## src/rtl/math_game_judge.sv

```systemverilog
// rtl/math_game_judge.sv - answer judge for the mental-math game
// Sums a round's operands, captures and judges the player's answer, and keeps a saturating score.
module math_game_judge #(
  parameter int NUM_COUNT = 5,
  parameter int MAX_SCORE = 7
) (
  input  logic       clk,
  input  logic       rst,
  input  logic       round_start,
  input  logic       num_valid,
  input  logic [4:0] num_in,
  input  logic       answer_window,
  input  logic [7:0] answer_in,
  input  logic       submit,
  output logic [7:0] round_sum,
  output logic [7:0] answer_latched,
  output logic       result_valid,
  output logic       correct,
  output logic       timeout,
  output logic [2:0] score,
  output logic [6:0] score_led,
  output logic       busy
);

  typedef enum logic [2:0] {
    S_IDLE,
    S_COLLECT,
    S_WAIT_ANS,
    S_CHECK,
    S_RESULT
  } state_t;

  localparam logic [3:0] LAST_IDX = 4'(NUM_COUNT - 1);
  localparam logic [2:0] MAX_L    = 3'(MAX_SCORE);

  state_t     state_q, state_d;
  logic [7:0] round_sum_q, round_sum_d;
  logic [3:0] count_q, count_d;
  logic [7:0] answer_q, answer_d;
  logic       correct_q, correct_d;
  logic       timeout_q, timeout_d;
  logic [2:0] score_q, score_d;
  logic       sync1_q, sync2_q, sync3_q;
  logic       submit_edge;

  // sync1/sync2 resynchronise the button; sync3 delays it for rising-edge detection
  assign submit_edge = sync2_q & ~sync3_q;

  always_ff @(posedge clk or posedge rst) begin
    if (rst) begin
      state_q     <= S_IDLE;
      round_sum_q <= 8'd0;
      count_q     <= 4'd0;
      answer_q    <= 8'd0;
      correct_q   <= 1'b0;
      timeout_q   <= 1'b0;
      score_q     <= 3'd0;
      sync1_q     <= 1'b0;
      sync2_q     <= 1'b0;
      sync3_q     <= 1'b0;
    end else begin
      state_q     <= state_d;
      round_sum_q <= round_sum_d;
      count_q     <= count_d;
      answer_q    <= answer_d;
      correct_q   <= correct_d;
      timeout_q   <= timeout_d;
      score_q     <= score_d;
      sync1_q     <= submit;
      sync2_q     <= sync1_q;
      sync3_q     <= sync2_q;
    end
  end

  always_comb begin
    state_d     = state_q;
    round_sum_d = round_sum_q;
    count_d     = count_q;
    answer_d    = answer_q;
    correct_d   = correct_q;
    timeout_d   = timeout_q;
    score_d     = score_q;
    // round_start restarts from any state and discards a coincident operand
    if (round_start) begin
      round_sum_d = 8'd0;
      count_d     = 4'd0;
      answer_d    = 8'd0;
      correct_d   = 1'b0;
      timeout_d   = 1'b0;
      state_d     = S_COLLECT;
    end else begin
      case (state_q)
        S_IDLE: ;
        S_COLLECT: begin
          if (num_valid) begin
            round_sum_d = round_sum_q + {3'b000, num_in};
            count_d     = count_q + 4'd1;
            if (count_q == LAST_IDX) state_d = S_WAIT_ANS;
          end
        end
        S_WAIT_ANS: begin
          if (submit_edge) begin
            answer_d = answer_in;
            state_d  = S_CHECK;
          end else if (!answer_window) begin
            timeout_d = 1'b1;
            state_d   = S_CHECK;
          end
        end
        S_CHECK: begin
          correct_d = (answer_q == round_sum_q) && !timeout_q;
          if (correct_d) begin
            score_d = (score_q == MAX_L) ? score_q : score_q + 3'd1;
          end else begin
            score_d = (score_q == 3'd0) ? score_q : score_q - 3'd1;
          end
          state_d = S_RESULT;
        end
        S_RESULT: state_d = S_IDLE;
        default:  state_d = S_IDLE;
      endcase
    end
  end

  assign round_sum      = round_sum_q;
  assign answer_latched = answer_q;
  assign result_valid   = (state_q == S_RESULT);
  assign correct        = correct_q;
  assign timeout        = timeout_q;
  assign score          = score_q;
  assign score_led      = 7'((8'd1 << score_q) - 8'd1);
  assign busy           = (state_q != S_IDLE);

endmodule

```

## config.mk

```make
export PLATFORM = sky130hd
export DESIGN_NAME = math_game_judge
export DESIGN_NICKNAME = d
export VERILOG_FILES = /design/src/rtl/math_game_judge.sv
export SDC_FILE = /design/constraint.sdc
export NUM_CORES = 1
export LEC_CHECK = 0
export ABC_AREA = 1
export CORE_UTILIZATION = 45
export CTS_BUF_LIST = sky130_fd_sc_hd__clkbuf_2 sky130_fd_sc_hd__clkbuf_4 sky130_fd_sc_hd__clkbuf_8
export CTS_CLUSTER_DIAMETER = 40
export DETAILED_ROUTE_END_ITERATION = 12
export GPL_ROUTABILITY_DRIVEN = 0
export PLACE_DENSITY = 0.88
export SLEW_MARGIN = 20
export SYNTH_ARGS = -nofsm -noshare
export SYNTH_HDL_FRONTEND = slang
export SYNTH_SLANG_ARGS = --single-unit
```

## constraint.sdc

```tcl
create_clock -name clk -period 1.5 [get_ports clk]
set_input_delay 0.375 -clock clk [delete_from_list [all_inputs] [get_ports clk]]
set_output_delay 0.375 -clock clk [all_outputs]
set_load 0.01 [all_outputs]
```

# --- Word level (Yosys, flattened, before mapping) ---
# Cells that the tools add are included.
op_classes:
  add_sub_neg: 5
  mul: 0
  div: 0
  order_cmp: 0
  eq_ne: 15
  shifts: 1
  n_mux: 24
  n_bitwise: 3
  reduce_logical: 15
ops:
  columns: ["cell", "n"]
  rows:
  - ["8-bit two-way mux", 6]
  - ["3-bit two-way mux", 8]
  - ["4-bit two-way mux", 3]
  - ["3-bit one-hot mux with 4 select lines", 1]
  - ["2-bit != test, second input constant", 5]
  - ["2-bit nonzero test", 5]
  - ["8-bit by 5-bit adder with 8-bit output", 1]
  - ["8-bit == test", 1]
  - ["4-bit AND reduction", 2]
  - ["1-bit by 3-bit left shift with 7-bit output, first input constant", 1]
  - ["7-bit by 1-bit subtractor with 7-bit output, second input constant", 1]
  - ["3-bit by 2-bit == test with 1-bit output, second input constant", 2]
  - ["3-bit == test, second input constant", 2]
  - ["3-bit zero test", 2]
  - ["1-bit two-way mux", 6]
  - ["3-bit != test, second input constant", 2]
  - ["4-bit by 1-bit adder with 4-bit output, second input constant", 1]
  - ["4-bit by 3-bit == test with 1-bit output, second input constant", 1]
  - ["4-bit != test, second input constant", 1]
  - ["2-bit AND reduction", 2]
  - ["3-bit by 1-bit adder with 3-bit output, second input constant", 1]
  - ["3-bit by 1-bit == test with 1-bit output, second input constant", 1]
  - ["3-bit AND reduction", 1]
  - ["3-bit nonzero test", 1]
  - ["5 further kinds", 6]
word_totals:
  regBits: 31
  latch_bits: 0
  ramBits: 0
  mem_bits_ro: 0
  in_bits: 19
  output_inout_bits: 30
  elab_cells: 73
  n_memories: 0

# --- Longest topological paths before layout ---
depth:
  word_depth: 5
  mapped_depth: 13
  ltp_nobuf: 13

# --- Worst setup path after synthesis ---
# Ideal clock, no wire load.
synth_timing:
  kind: "register to output"
  start: "register score_q[2] (netlist: score[2])"
  end: "output port score_led[4]"
  arrival_ns: 1.441
  required_time_ns: 1.125
  setup_slack_ns: -0.316
  stages_incl_launch_ff: 8
  path_buffers: 1
  cell_sequence: "dfrtp_1 > clkbuf_2 > inv_1 > nand2_1 > ha_1 > inv_1 > nor2_1 > xnor2_1"
synth_between:
  elab_chain_cells: 2
synth_lines:
  columns: ["item", "line_no", "rtl"]
  rows:
  - ["start: declaration", "42", "logic [2:0] score_q, score_d;"]
  - ["start signal: assignment", "68", "score_q <= score_d;"]
  - ["1-bit by 3-bit left shift with 7-bit output", "131", "assign score_led = 7'((8'd1 << score_q) - 8'd1);"]
  - ["7-bit by 1-bit subtractor with 7-bit output", "131", null]
  - ["end: declaration", "21", "output logic [6:0] score_led,"]
# No other way between the ends.

# --- Worst setup path in the final report ---
layout_timing:
  start: "register round_sum_q[2] (netlist: round_sum[2])"
  end: "register score_q[1] (netlist: score[1])"
layout_between:
  elab_chain_cells: 4
  word_cells_on_any_way: 6
  classes_between: "eq/ne: 3; mux: 1; reduce/logical: 2"
layout_lines:
  columns: ["item", "line_no", "rtl"]
  rows:
  - ["start: declaration", "37", "logic [7:0] round_sum_q, round_sum_d;"]
  - ["start signal: assignment", "63", "round_sum_q <= round_sum_d;"]
  - ["8-bit == test (*)", "111", "correct_d = (answer_q == round_sum_q) && !timeout_q;"]
  - ["1-bit logical AND (*)", "111", null]
  - ["2-bit != test (no source line)", null, null]
  - ["4-bit AND reduction (no source line)", null, null]
# Every way passes the cells marked *; elsewhere a longest branch is shown, timed or not.
# A chain may end at the register's enable or synchronous reset.

==> flow_metrics.py <==
metrics = {
    "outcome": {
        "outcome": "finished with violations",
        "violations": "setup timing",
    },
    "route": {
        "m1WireLength_um": 3220,
        "routed.top_layer": "met4",
        "wl_per_cell_um": 22.1,
        "wl_met3_um": 902,
        "ant_nets": 0,
        "finalWirelength_um": 9120,
        "drt_first_pass_iters": 5,
        "vias_per_cell": 6.03,
        "drc": 0,
        "met2_length_um": 4290,
        "drt_iter0_drc": 347,
        "vias": 2485,
    },
    "floorplan": {
        "design.die.area_um2": 4350,
        "initial_utilization_pct": 48.4,
        "io_pins": 49,
        "core-area_um2": 3800,
        "die_y_um": 65.9,
        "die_w_um": 65.9,
        "num_rows": 22,
    },
    "finish": {
        "mostFrequentLayoutCell": "buf_4",
        "fin_cells": 412,
        "fill_cells": 146,
        "syn_to_final_growth_pct": 88.4,
        "seqCellArea_um2": 787,
        "mostFrequentLayoutCells": "buf_4, nand2_1, buf_6, dfrtp_1, inv_1",
        "finalNetCount": 392,
        "drive_gt1_share_pct": 52.2,
        "multiInputGateArea_um2": 1240,
        "design_area_um2": 3460,
        "utilization_pct": 91.2,
        "antenna_cells": 0,
    },
    "setup_path": {
        "end_kind": "register",
        "cp.arrival_ns": 2.23,
        "worst-path-max-fanout": 4,
        "cp.required_ns": 1.71,
        "cp_slowest_cell": "fa_2",
        "slowest_delay_ns": 0.56,
        "crit_top_cell": "nand2_1",
        "crit_path_start_kind": "register",
        "path_cells": "inv_1, nand2_1, nand4_2, nor2_4, nand2_2, fa_2, nand2_1, nand2_1",
        "path_class": "register to register",
    },
    "power_and_ir_drop": {
        "cellPowerDensity_nw_per_um2": 1770,
        "power.leakage_uw": 0.00168,
        "peakVddDrop_uv": 1330,
    },
    "global_routing": {
        "grt_max_degree": 32,
        "grt_pass1_vias": 2331,
        "antenna_found_initial": 0,
        "grt_use_total_pct": 35.5,
        "grt_pass1_wl_um": 11200,
        "grt_overflow": 0,
    },
    "clocking": {
        "cts_tree": "built",
        "clk_pin_slew_ns": 0.08,
        "cts_max_path_buffers": 2,
        "cts-root-buf": "clkbuf_8",
        "h-tree-depth": 2,
        "ctsHoldBuffers": 0,
        "cts.sink_count": 31,
        "cts-buffers-inserted": 5,
        "clk_latency_ns": 0.30,
    },
    "timing": {
        "fin_hold_ws_ns": 0.353,
        "fmax_mhz": 496,
        "slew_viol_final": 0,
        "post-route-period-util_pct": 134,
        "period_minus_slack_ns": 2.02,
        "rsz0062_at_grt": "yes",
        "fin_tns_setup_ns": -5.55,
        "hold_violations": 0,
        "fin_skew_ns": 0.0145,
        "setup_ws_ns": -0.517,
        "setup_viol": 34,
        "slew_headroom_pct": 76.3,
        "tightest_slew_ns": 0.354,
    },
    "synthesis": {
        "async_flop_share_pct": 100,
        "avgSynthCellArea_um2": 7.89,
        "synth-edff-count": 0,
        "ys_seq_elements": 31,
        "synth-main-ff-cell": "dfrtp_1",
        "yosysWarnings": 0,
        "netlist_instances": 233,
        "synthesis.area_um2": 1840,
        "yosysUniqueCellTypes": 32,
        "yosysSeqAreaShare_pct": 42.2,
        "syn_nets": 262,
    },
    "placed_design": {
        "post-dp-hpwl_um": 3850,
        "dpl-instance-area_um2": 2830,
        "dpl.cell_count": 376,
        "port_buffers": 48,
    },
    "flow_run": {
        "drv_cap": 0,
    },
    "worst_hold_path": {
        "hp-class": "register to register",
    },
}
-- power breakdown --
group / total [µW] / switching (µW) / internal (µW)
Combinational: 4230 / 2230 / 2000
Clock: 720 / 332 / 388
Sequential: 1190 / 206 / 987
-- sequential cells by signal, indices dropped and copies added, names as in the netlist --
signal and flops:
sync2_q 1, sync3_q 1, answer_latched 8, timeout 1, correct 1, score 3
round_sum 8, state_q 3, count_q 4, sync1_q 1
-- cell usage after synthesis, drive strengths merged (2+ instances only) --
master | n | area [µm²]
nand2 | 59 | 231
inv | 37 | 139
dfrtp | 31 | 776
nand3 | 21 | 110
nor2 | 20 | 87.6
o21ai | 17 | 88.8
a21oi | 9 | 60.1
ha | 8 | 100
nand4 | 5 | 37.5
nor3 | 5 | 30.0
clkbuf | 3 | 12.5
o22ai | 3 | 18.8
xor2 | 3 | 26.3
a31oi | 2 | 12.5
fa | 2 | 40.0
o211ai | 2 | 15.0
xnor2 | 2 | 17.5
-- layout make-up --
| type | instances | area share [%] |
|---|---|---|
| clock inverters | 1 | 0.144 |
| repair buffers | 127 | 32.4 |
| flip-flops and latches | 31 | 22.7 |
| well taps | 48 | 1.73 |
| multi-input cells | 161 | 35.9 |
| inverters | 37 | 4.44 |
| clock buffers | 7 | 2.60 |
-- logic make-up (layout without fill, tap and decap cells) --
| group | after synthesis | after routing | synth area share, % |
|---|---|---|---|
| DFF | 31 | 31 | 42.2 |
| xor gates and xnor gates | 5 | 5 | 2.38 |
| buffers and inverters | 41 | 172 | 8.50 |
| and+or+nand+nor | 112 | 112 | 28.3 |
| AOI/OAI and AO/OA | 34 | 34 | 11.0 |
| adders and majority gates | 10 | 10 | 7.62 |
-- path summary, 6_finish.rpt --
path,end,cells past startpoint,slack (ns),start
max in group asynchronous,round_sum[1]$_DFFE_PP0P_,3,0.88,rst
min,sync2_q$_DFF_PP0_,0,0.35,sync1_q$_DFF_PP0_
max reg2reg,score[1]$_DFFE_PP0P_,8,-0.52,round_sum[2]$_DFFE_PP0P_
max,score[1]$_DFFE_PP0P_,8,-0.52,round_sum[2]$_DFFE_PP0P_
min in group asynchronous,answer_latched[5]$_DFFE_PP0P_,3,0.42,rst
min reg2reg,sync2_q$_DFF_PP0_,0,0.35,sync1_q$_DFF_PP0_
-- routing by layer --
layer	vias to the layer above	global-route usage, %
li1	1015	-
met1	1174	40.2
met2	216	59.2
met3	80	8.79
met4	0	22.9
met5	-	0
-- worst max-delay path: cells and delay by family (launching register included) --
kind / cells / cell delay [ns]
buf+inv: 1 / 0.15
fa+ha+maj: 1 / 0.56
simple gates: 6 / 0.79
flops: 1 / 0.44
-- stage by stage --
stage	worst slack [ns]	total power [µW]
3_5_place_dp	-0.560	3930
3_3_place_gp	-0.467	3840
4_1_cts	-0.374	5210
6_report	-0.517	6140
2_1_floorplan	-0.108	2590
5_1_grt	-0.614	6330
-- timing repair --
| item | in CTS | in global routing |
|---|---|---|
| pin swaps | 33 | 31 |
| hold endpoints to repair | 0 | 0 |
| buffers inserted | 21 | 13 |
| gates resized for setup | 116 | 68 |
| setup endpoints to repair | 40 | 40 |
Power figures use the tool's default switching activity.
